**src/rtl/uncache_axi_bridge_if.sv**
```systemverilog
// -----------------------------------------------------------------------------
// uncache_axi_bridge_if
// AXI4 single-beat bus bundle between the uncache bridge and the interconnect.
//   master modport : bridge side (drives AR/AW/W channels, rready, bready)
//   slave  modport : interconnect side (drives ready/data/response signals)
// Read channels : araddr, arsize, arvalid, arready, rdata, rresp, rvalid, rready
// Write channels: awaddr, awsize, awvalid, awready, wdata, wstrb, wvalid,
//                 wready, bresp, bvalid, bready   (wlast is implied 1)
// -----------------------------------------------------------------------------
interface uncache_axi_bridge_if;
    logic [31:0] araddr;
    logic [2:0]  arsize;
    logic        arvalid;
    logic        arready;
    logic [31:0] rdata;
    logic [1:0]  rresp;
    logic        rvalid;
    logic        rready;
    logic [31:0] awaddr;
    logic [2:0]  awsize;
    logic        awvalid;
    logic        awready;
    logic [31:0] wdata;
    logic [3:0]  wstrb;
    logic        wvalid;
    logic        wready;
    logic [1:0]  bresp;
    logic        bvalid;
    logic        bready;

    modport master (
        output araddr, arsize, arvalid, rready,
        output awaddr, awsize, awvalid, wdata, wstrb, wvalid, bready,
        input  arready, rdata, rresp, rvalid,
        input  awready, wready, bresp, bvalid
    );

    modport slave (
        input  araddr, arsize, arvalid, rready,
        input  awaddr, awsize, awvalid, wdata, wstrb, wvalid, bready,
        output arready, rdata, rresp, rvalid,
        output awready, wready, bresp, bvalid
    );
endinterface

```
**src/rtl/uncache_axi_bridge.sv**
```systemverilog
// -----------------------------------------------------------------------------
// uncache_axi_bridge
// Converts held uncached read/write request levels from the uncache stage into
// single-beat AXI transactions, one outstanding at a time, and returns a
// one-cycle reload pulse on completion.
// Ports:
//   clk, rst          : clock, synchronous active-high reset
//   rd_req, rd_addr   : read request level and physical address
//   wr_req, wr_wstrb,
//   wr_addr, wr_data  : write request level, strobes, address, data
//   reload            : one-cycle completion pulse
//   rd_data           : read data, valid in the reload cycle of a read
//   axi               : AXI bus (master modport)
// Every AXI output and reload comes straight from a flop.
// -----------------------------------------------------------------------------
module uncache_axi_bridge (
    input  logic                       clk,
    input  logic                       rst,
    input  logic                       rd_req,
    input  logic [31:0]                rd_addr,
    input  logic                       wr_req,
    input  logic [3:0]                 wr_wstrb,
    input  logic [31:0]                wr_addr,
    input  logic [31:0]                wr_data,
    output logic                       reload,
    output logic [31:0]                rd_data,
    uncache_axi_bridge_if.master       axi
);

    typedef enum logic [2:0] {
        ST_IDLE = 3'd0,
        ST_AR   = 3'd1,
        ST_R    = 3'd2,
        ST_AW_W = 3'd3,
        ST_B    = 3'd4,
        ST_DONE = 3'd5
    } state_t;

    state_t      state_r,   state_nxt_s;
    logic        reload_r,  reload_nxt_s;
    logic [31:0] rd_data_r, rd_data_nxt_s;
    logic [31:0] araddr_r,  araddr_nxt_s;
    logic        arvalid_r, arvalid_nxt_s;
    logic        rready_r,  rready_nxt_s;
    logic [31:0] awaddr_r,  awaddr_nxt_s;
    logic        awvalid_r, awvalid_nxt_s;
    logic [31:0] wdata_r,   wdata_nxt_s;
    logic [3:0]  wstrb_r,   wstrb_nxt_s;
    logic        wvalid_r,  wvalid_nxt_s;
    logic        bready_r,  bready_nxt_s;
    logic        aw_done_r, aw_done_nxt_s;
    logic        w_done_r,  w_done_nxt_s;

    logic        aw_hs_s;
    logic        w_hs_s;
    logic        unused_resp_s;

    assign aw_hs_s = awvalid_r & axi.awready;
    assign w_hs_s  = wvalid_r & axi.wready;

    // Responses are deliberately ignored: error responses complete like OKAY.
    assign unused_resp_s = ^{axi.rresp, axi.bresp};

    assign reload      = reload_r;
    assign rd_data     = rd_data_r;
    assign axi.araddr  = araddr_r;
    assign axi.arsize  = 3'b010;
    assign axi.arvalid = arvalid_r;
    assign axi.rready  = rready_r;
    assign axi.awaddr  = awaddr_r;
    assign axi.awsize  = 3'b010;
    assign axi.awvalid = awvalid_r;
    assign axi.wdata   = wdata_r;
    assign axi.wstrb   = wstrb_r;
    assign axi.wvalid  = wvalid_r;
    assign axi.bready  = bready_r;

    // Next-state and next-output computation for the transaction FSM.
    always_comb begin
        state_nxt_s   = state_r;
        reload_nxt_s  = 1'b0;
        rd_data_nxt_s = rd_data_r;
        araddr_nxt_s  = araddr_r;
        arvalid_nxt_s = arvalid_r;
        rready_nxt_s  = rready_r;
        awaddr_nxt_s  = awaddr_r;
        awvalid_nxt_s = awvalid_r;
        wdata_nxt_s   = wdata_r;
        wstrb_nxt_s   = wstrb_r;
        wvalid_nxt_s  = wvalid_r;
        bready_nxt_s  = bready_r;
        aw_done_nxt_s = aw_done_r;
        w_done_nxt_s  = w_done_r;

        case (state_r)
            ST_IDLE: begin
                // Write has priority when both request levels are high.
                if (wr_req) begin
                    awaddr_nxt_s  = wr_addr;
                    wdata_nxt_s   = wr_data;
                    wstrb_nxt_s   = wr_wstrb;
                    awvalid_nxt_s = 1'b1;
                    wvalid_nxt_s  = 1'b1;
                    aw_done_nxt_s = 1'b0;
                    w_done_nxt_s  = 1'b0;
                    state_nxt_s   = ST_AW_W;
                end else if (rd_req) begin
                    araddr_nxt_s  = rd_addr;
                    arvalid_nxt_s = 1'b1;
                    state_nxt_s   = ST_AR;
                end else begin
                    state_nxt_s   = ST_IDLE;
                end
            end
            ST_AR: begin
                if (arvalid_r && axi.arready) begin
                    arvalid_nxt_s = 1'b0;
                    rready_nxt_s  = 1'b1;
                    state_nxt_s   = ST_R;
                end else begin
                    state_nxt_s   = ST_AR;
                end
            end
            ST_R: begin
                if (rready_r && axi.rvalid) begin
                    rd_data_nxt_s = axi.rdata;
                    rready_nxt_s  = 1'b0;
                    reload_nxt_s  = 1'b1;
                    state_nxt_s   = ST_DONE;
                end else begin
                    state_nxt_s   = ST_R;
                end
            end
            ST_AW_W: begin
                // AW and W complete independently, in any order or together;
                // each valid drops right after its own handshake.
                aw_done_nxt_s = aw_done_r | aw_hs_s;
                w_done_nxt_s  = w_done_r | w_hs_s;
                awvalid_nxt_s = awvalid_r & ~aw_hs_s;
                wvalid_nxt_s  = wvalid_r & ~w_hs_s;
                if (aw_done_nxt_s && w_done_nxt_s) begin
                    bready_nxt_s = 1'b1;
                    state_nxt_s  = ST_B;
                end else begin
                    state_nxt_s  = ST_AW_W;
                end
            end
            ST_B: begin
                if (bready_r && axi.bvalid) begin
                    bready_nxt_s = 1'b0;
                    reload_nxt_s = 1'b1;
                    state_nxt_s  = ST_DONE;
                end else begin
                    state_nxt_s  = ST_B;
                end
            end
            ST_DONE: begin
                // Requester updates its request level during this cycle.
                state_nxt_s = ST_IDLE;
            end
            default: begin
                arvalid_nxt_s = 1'b0;
                rready_nxt_s  = 1'b0;
                awvalid_nxt_s = 1'b0;
                wvalid_nxt_s  = 1'b0;
                bready_nxt_s  = 1'b0;
                state_nxt_s   = ST_IDLE;
            end
        endcase
    end

    // State and registered-output flops with synchronous reset.
    always_ff @(posedge clk) begin
        if (rst) begin
            state_r   <= ST_IDLE;
            reload_r  <= 1'b0;
            rd_data_r <= 32'h0000_0000;
            araddr_r  <= 32'h0000_0000;
            arvalid_r <= 1'b0;
            rready_r  <= 1'b0;
            awaddr_r  <= 32'h0000_0000;
            awvalid_r <= 1'b0;
            wdata_r   <= 32'h0000_0000;
            wstrb_r   <= 4'b0000;
            wvalid_r  <= 1'b0;
            bready_r  <= 1'b0;
            aw_done_r <= 1'b0;
            w_done_r  <= 1'b0;
        end else begin
            state_r   <= state_nxt_s;
            reload_r  <= reload_nxt_s;
            rd_data_r <= rd_data_nxt_s;
            araddr_r  <= araddr_nxt_s;
            arvalid_r <= arvalid_nxt_s;
            rready_r  <= rready_nxt_s;
            awaddr_r  <= awaddr_nxt_s;
            awvalid_r <= awvalid_nxt_s;
            wdata_r   <= wdata_nxt_s;
            wstrb_r   <= wstrb_nxt_s;
            wvalid_r  <= wvalid_nxt_s;
            bready_r  <= bready_nxt_s;
            aw_done_r <= aw_done_nxt_s;
            w_done_r  <= w_done_nxt_s;
        end
    end

endmodule
```
**src/flat_wrapper.sv**
```systemverilog
// flat-port wrapper written by rule: the top's interface ports become plain ports
module uncache_axi_bridge_flat 
  (clk, rst, rd_req, rd_addr, wr_req, wr_wstrb, wr_addr, wr_data, reload, rd_data, axi_araddr, axi_arsize, axi_arvalid, axi_rready, axi_awaddr, axi_awsize, axi_awvalid, axi_wdata, axi_wstrb, axi_wvalid, axi_bready, axi_arready, axi_rdata, axi_rresp, axi_rvalid, axi_awready, axi_wready, axi_bresp, axi_bvalid);
  uncache_axi_bridge_if axi_i ();
  input  logic clk;
  input  logic rst;
  input  logic rd_req;
  input  logic [31:0] rd_addr;
  input  logic wr_req;
  input  logic [3:0] wr_wstrb;
  input  logic [31:0] wr_addr;
  input  logic [31:0] wr_data;
  output logic reload;
  output logic [31:0] rd_data;
  output wire logic [$bits(axi_i.araddr)-1:0] axi_araddr;
  output wire logic [$bits(axi_i.arsize)-1:0] axi_arsize;
  output wire logic [$bits(axi_i.arvalid)-1:0] axi_arvalid;
  output wire logic [$bits(axi_i.rready)-1:0] axi_rready;
  output wire logic [$bits(axi_i.awaddr)-1:0] axi_awaddr;
  output wire logic [$bits(axi_i.awsize)-1:0] axi_awsize;
  output wire logic [$bits(axi_i.awvalid)-1:0] axi_awvalid;
  output wire logic [$bits(axi_i.wdata)-1:0] axi_wdata;
  output wire logic [$bits(axi_i.wstrb)-1:0] axi_wstrb;
  output wire logic [$bits(axi_i.wvalid)-1:0] axi_wvalid;
  output wire logic [$bits(axi_i.bready)-1:0] axi_bready;
  input wire logic [$bits(axi_i.arready)-1:0] axi_arready;
  input wire logic [$bits(axi_i.rdata)-1:0] axi_rdata;
  input wire logic [$bits(axi_i.rresp)-1:0] axi_rresp;
  input wire logic [$bits(axi_i.rvalid)-1:0] axi_rvalid;
  input wire logic [$bits(axi_i.awready)-1:0] axi_awready;
  input wire logic [$bits(axi_i.wready)-1:0] axi_wready;
  input wire logic [$bits(axi_i.bresp)-1:0] axi_bresp;
  input wire logic [$bits(axi_i.bvalid)-1:0] axi_bvalid;
  assign axi_araddr = axi_i.araddr;
  assign axi_arsize = axi_i.arsize;
  assign axi_arvalid = axi_i.arvalid;
  assign axi_rready = axi_i.rready;
  assign axi_awaddr = axi_i.awaddr;
  assign axi_awsize = axi_i.awsize;
  assign axi_awvalid = axi_i.awvalid;
  assign axi_wdata = axi_i.wdata;
  assign axi_wstrb = axi_i.wstrb;
  assign axi_wvalid = axi_i.wvalid;
  assign axi_bready = axi_i.bready;
  assign axi_i.arready = axi_arready;
  assign axi_i.rdata = axi_rdata;
  assign axi_i.rresp = axi_rresp;
  assign axi_i.rvalid = axi_rvalid;
  assign axi_i.awready = axi_awready;
  assign axi_i.wready = axi_wready;
  assign axi_i.bresp = axi_bresp;
  assign axi_i.bvalid = axi_bvalid;
  uncache_axi_bridge u_core (.clk(clk), .rst(rst), .rd_req(rd_req), .rd_addr(rd_addr), .wr_req(wr_req), .wr_wstrb(wr_wstrb), .wr_addr(wr_addr), .wr_data(wr_data), .reload(reload), .rd_data(rd_data), .axi(axi_i));
endmodule
```
**config.mk**
```make
export PLATFORM = sky130hd
export DESIGN_NAME = uncache_axi_bridge_flat
export DESIGN_NICKNAME = d
export VERILOG_FILES = /design/src/rtl/uncache_axi_bridge_if.sv /design/src/rtl/uncache_axi_bridge.sv /design/src/flat_wrapper.sv
export SDC_FILE = /design/constraint.sdc
export NUM_CORES = 1
export LEC_CHECK = 0
export CORE_UTILIZATION = 35
export CTS_CLUSTER_SIZE = 24
export DETAILED_ROUTE_END_ITERATION = 10
export PLACE_DENSITY = 0.74
export SYNTH_ARGS = -nofsm -noshare
export SYNTH_HDL_FRONTEND = slang
export SYNTH_SLANG_ARGS = --single-unit
```
**constraint.sdc**
```tcl
create_clock -name clk -period 1.2 [get_ports clk]
set_input_delay 0.18 -clock clk [delete_from_list [all_inputs] [get_ports clk]]
set_output_delay 0.18 -clock clk [all_outputs]
set_load 0.05 [all_outputs]
```
# Yosys cells after proc, flatten, opt, wreduce, memory -nomap -nowiden

Cells that the tools add are included.

Reduce and logical (&&, ||, !) cells: 18
Eq/ne operators: 12
Bitwise gates (word level): 13
Multiplexer cells: 26

Operator list:

| kind                                                   | count |
|---|---|
| OR reduction 4 bit                                     | 4 |
| case mux 1 bit (3 select lines)                        | 5 |
| case mux 3 bit (5 select lines)                        | 1 |
| 2-to-1 mux 1 bit                                       | 13 |
| 2-to-1 mux 3 bit                                       | 3 |
| AND reduction 3 bit                                    | 3 |
| inequality test 2 x 1 -> 1 bit (second input constant) | 4 |
| AND reduction 2 bit                                    | 4 |
| inverter 1 bit                                         | 7 |
| == test 3 x 2 -> 1 bit (second input constant)         | 2 |
| == test 3 bit (second input constant)                  | 2 |
| inequality test 2 bit (second input constant)          | 3 |
| case mux 1 bit (2 select lines)                        | 3 |
| bitwise AND 1 bit                                      | 4 |
| logical AND 1 bit                                      | 4 |
| AND reduction 4 bit                                    | 1 |
| == test 3 x 1 -> 1 bit (second input constant)         | 1 |
| logical NOT 3 bit                                      | 1 |
| 2-to-1 mux 2 bit                                       | 1 |
| bitwise OR 1 bit                                       | 2 |
| nonzero test 2 bit                                     | 1 |

Register bits: 143

# Longest topological paths before layout

Depth in word-level cells: 5
Mapped depth: 8
Gate-level depth less buffers: 4

# Least setup slack after synthesis

OpenSTA, ideal clock, no wires.

Path type: reg-to-reg
From: reg u_core.rready_r, in the netlist u_core.axi.rready
To: reg u_core.reload_r, in the netlist u_core.reload
Path slack: -0.236 ns
Cell stages (with the launch flop): 5
Clock period less this slack: 1.436 ns
Data arrival time: 1.347 ns
Setup time: 0.089 ns
Data required time: 1.111 ns
Cells stage by stage: dfxtp_1 -> and4_1 -> buf_2 -> a41oi_1 -> nor4_2

Cells in the longest elaborated chain, start to end: 3

RTL lines:

| item                            | line                      | RTL |
|---|---|---|
| start: declaration              | uncache_axi_bridge.sv:44  | `logic rready_r, rready_nxt_s;` |
| start signal: assignment        | uncache_axi_bridge.sv:195 | `rready_r <= rready_nxt_s;` |
| logical AND 1 bit               | uncache_axi_bridge.sv:125 | `if (rready_r && axi.rvalid) begin` |
| 2-to-1 mux 1 bit                | uncache_axi_bridge.sv:125 |  |
| case mux 1 bit (2 select lines) | uncache_axi_bridge.sv:95  | `case (state_r)` |
| end signal: assignment          | uncache_axi_bridge.sv:191 | `reload_r <= reload_nxt_s;` |
| end: declaration                | uncache_axi_bridge.sv:40  | `logic reload_r, reload_nxt_s;` |

Every way passes these cells.
A chain may end at the register's enable or synchronous reset.

# Worst setup path after layout

From: reg u_core.state_r[2]
To: reg u_core.awaddr_r[29], in the netlist u_core.axi.awaddr[29]

Cells in the longest elaborated chain, start to end: 2

RTL lines:

| item                                 | line                      | RTL |
|---|---|---|
| start: declaration                   | uncache_axi_bridge.sv:39  | `state_t state_r, state_nxt_s;` |
| start signal: assignment             | uncache_axi_bridge.sv:190 | `state_r <= state_nxt_s;` |
| logical NOT 3 bit                    | uncache_axi_bridge.sv:95  |  |
| AND reduction 2 bit (no source line) | --                        |  |
| end signal: assignment               | uncache_axi_bridge.sv:196 | `awaddr_r <= awaddr_nxt_s;` |
| end: declaration                     | uncache_axi_bridge.sv:45  | `logic [31:0] awaddr_r, awaddr_nxt_s;` |

Every way passes these cells.

==> flow_summary.toml <==
[status]
outcome = "complete, but fails checks"
violations = "setup timing"

[global_route]
grt_pass1_vias = 4955
antenna_found_initial = 0
grt_usage_pct = 20.98
grt_overflow = 0
grt_pass1_wl_um = 24590
grt_max_degree = 34

[min_path]
hp-start = "rst"
min_path_cells = 2
hold_class = "input port to flip-flop"
worstHoldEndpoint = "u_core.axi.awvalid"

[die]
pin_count = 289
start_util_pct = 35.72
die_w_um = 123.6
coreArea_um2 = 14480
die_area_um2 = 15260
die_y_um = 123.6
rows = 44

[timing]
fin_tns_setup_ns = -7.214
slew_viol_final = 0
hold_viol_final = 0
fin_crit_ns = 1.315
skew_ns = 0.007977
rsz0062_at_grt = "true"
layout_setup_ws_ns = -0.1149
period_share_pct = 109.6
max_freq_ghz = 0.7605
finalSetupViolations = 122

[synthesis]
netlist_area_um2 = 5171
yosysWarningCount = 0
synth_xor_area_share_pct = 0.1694
syn_avg_cell_area_um2 = 7.883
synth_top_family_by_area = "simple AND/OR/NAND/NOR gates"
synth_compound_area_share_pct = 15.75
synth-seq-cells = 143
synth-adder-area-share_pct = 0
ys_seq_area_share_pct = 55.36
synth_cells = 656
synth_cell_types = 36
yosys.area_share.simple_pct = 22.79
synth_mux_area_share_pct = 0.1936

[cts]
cts.hold.buffers_added = 0
cts_buffer_depth = 2
numCtsBuffers = 17
cts_tree = "built"
htreeDepth = 4
clk_pin_slew_worst_paths_ns = 0.05
cts_root_buffer = "clkbuf_16"
clkSinkCount = 143
clk_latency_ns = 0.41

[setup_path]
criticalPathCategory = "flip-flop to flip-flop"
cp-end-kind = "flip-flop"
reg2regPathDepth = 6
start_kind = "flip-flop"
slowest_delay_ns = 0.34
required_ns = 1.48
timing.rr.end = "u_core.axi.awaddr[29]"
crit_chain = "nor3_4, buf_4, nand2_4, clkbuf_16, nand2_1, a21oi_1"
cp_max_fo = 16
r2r-start = "u_core.state_r[2]"
cpMaxStageDelayCell = "dfxtp_2"
rrSetupSlack_ns = -0.11
critical_path_arrival_ns = 1.59

[job]
cap_violations = 0

[place]
gp_congestion = 0.7304
numPortBuffers = 278
dp.cells = 1099
place_hpwl_um = 11880

[finish]
diodes = 0
layout.nets = 1082
syn_to_final_growth_pct = 103.5
drive_above_1_share_pct = 25.82
fill_cells = 1058
stdcell_count = 1133

[route]
ant_nets = 0
vias = 5356
drt_pass1_iterations = 4
drc = 0
drt-initial-drc-count = 343
wl_per_cell_um = 14.67
vias_per_cell = 4.727
drt-total-wl_um = 16630

[power]
pwr_density_cell_nw_per_um2 = 1395
ir_worst_vdd_v = 0.0008121
leakage_uw = 0.003942
-- final cells by class --
cell class              count  area [µm²]  share of cell area (%)
clock inverters             9       152.6                   1.450
multi-input cells         460        2148                   20.41
repair buffers            313        4608                   43.78
flip-flops and latches    143        2883                   27.39
well taps                 184       230.2                   2.187
clock buffers              22       495.5                   4.708
inverters                   2       7.507                 0.07133
-- registers in the layout, indices dropped and copies added (netlist names), 3 cells and up --
name               flops
u_core.axi.wdata      32
u_core.rd_data        32
u_core.axi.wstrb       4
u_core.axi.araddr     32
u_core.state_r         3
u_core.axi.awaddr     32
-- critical path, delay by kind of cell, from the launching register on --
kind                   cells  cell delay [ns]
flip-flops                 1             0.34
AO/OA/AOI/OAI              1             0.06
buffers and inverters      2             0.37
AND/OR/NAND/NOR            3             0.41
-- synthesized netlist by cell type --
master    instances  share of area [%]
a211oi_1          2               0.29
a21oi_1         138                 13
a22oi_1           1               0.15
a31oi_1           1               0.12
a32oi_1           3               0.51
a41oi_1           1               0.17
and2_1            1               0.12
and3_1            2               0.24
and4_1            1               0.17
buf_2            12                1.2
buf_4            10                1.5
buf_6             3               0.65
clkbuf_1         30                2.2
conb_1            2               0.15
dfxtp_1         143                 55
inv_1             2               0.15
mux2i_1           1               0.19
nand2_1         270                 20
nand2b_1          1               0.12
nand3_1           1              0.097
nand3b_1          2               0.29
nand4_1           1               0.12
nor2_1           13               0.94
nor2_2            1               0.12
nor2b_1           1               0.12
nor3_4            1               0.31
nor4_2            1               0.24
nor4b_1           1               0.17
o21a_1            2               0.29
o21ai_0           2               0.19
o21bai_1          1               0.15
o221ai_1          1               0.17
o31a_1            1               0.17
o32a_1            1               0.19
or2_2             1               0.12
xnor2_1           1               0.17
-- power breakdown --
part / total, µW / switching (µW) / leakage [µW] / internal, µW
registers: 5340 / 303 / 0.00117 / 5030
logic: 3630 / 1810 / 0.00245 / 1810
clock network: 5720 / 1960 / 0.000321 / 3760
-- logic make-up (layout without fill, tap and decap cells) --
logic type | after synthesis | in the layout
flip-flops | 143 | 143
multiplexers | 1 | 1
buffers and inverters | 57 | 346
XOR/XNOR | 1 | 1
other | 2 | 6
AND/OR/NAND/NOR | 298 | 298
AO/OA/AOI/OAI | 154 | 154
-- how the worst max path moves through the flow --
stage,to,startpoint
2_1_floorplan,u_core.axi.awaddr[0],u_core.state_r[2]
3_3_place_gp,u_core.reload,axi_rvalid
3_5_place_dp,u_core.axi.wdata[28],wr_req
4_1_cts,u_core.axi.wdata[2],u_core.state_r[2]
5_1_grt,u_core.axi.awaddr[7],u_core.state_r[2]
6_report,u_core.axi.awaddr[29],u_core.state_r[2]
-- cells in the final DEF, fill, tap and decap left out, types with 6 or more instances in the layout --
master	instances
nand2_1	268
buf_12	149
clkdlybuf4s50_1	139
dfxtp_1	135
a21oi_1	116
a21oi_2	22
clkbuf_16	20
buf_4	20
nor2_1	13
conb_1	6
-- what timing repair did --
item | in CTS | in global routing
gates resized for setup | 16 | 21
pin swaps | 1 | 3
setup endpoints to repair | 140 | 135
cloned | 0 | 2
setup buffers | 1 | 0
-- through the flow --
stage	setup WS [ns]	utilization [%]	instance area [µm²]	hold WS, ns	total power [µW]
floorplan	-0.04132	-	5214	0.3160	7002
global placement	-0.2656	66.93	9691	0.4652	8927
detailed placement	-0.2879	66.93	9691	0.4831	8979
CTS	-0.1040	71.79	10400	0.1465	14760
global route	-0.2113	72.69	10530	0.1671	15240
finish	-0.1149	72.69	10530	0.1681	14680
-- layer usage --
| layer | share of wire [%] | global-route usage (%) | routed length [µm] | vias up |
|---|---|---|---|---|
| li1 | - | - | - | 2685 |
| met1 | 38 | 23.18 | 6329 | 2437 |
| met2 | 50 | 36.00 | 8341 | 205 |
| met3 | 9.3 | 7.703 | 1540 | 29 |
| met4 | 2.5 | 9.036 | 414 | 0 |
| met5 | 0 | 0 | 0 | - |
Note: power is estimated with default switching activity, not from simulation.
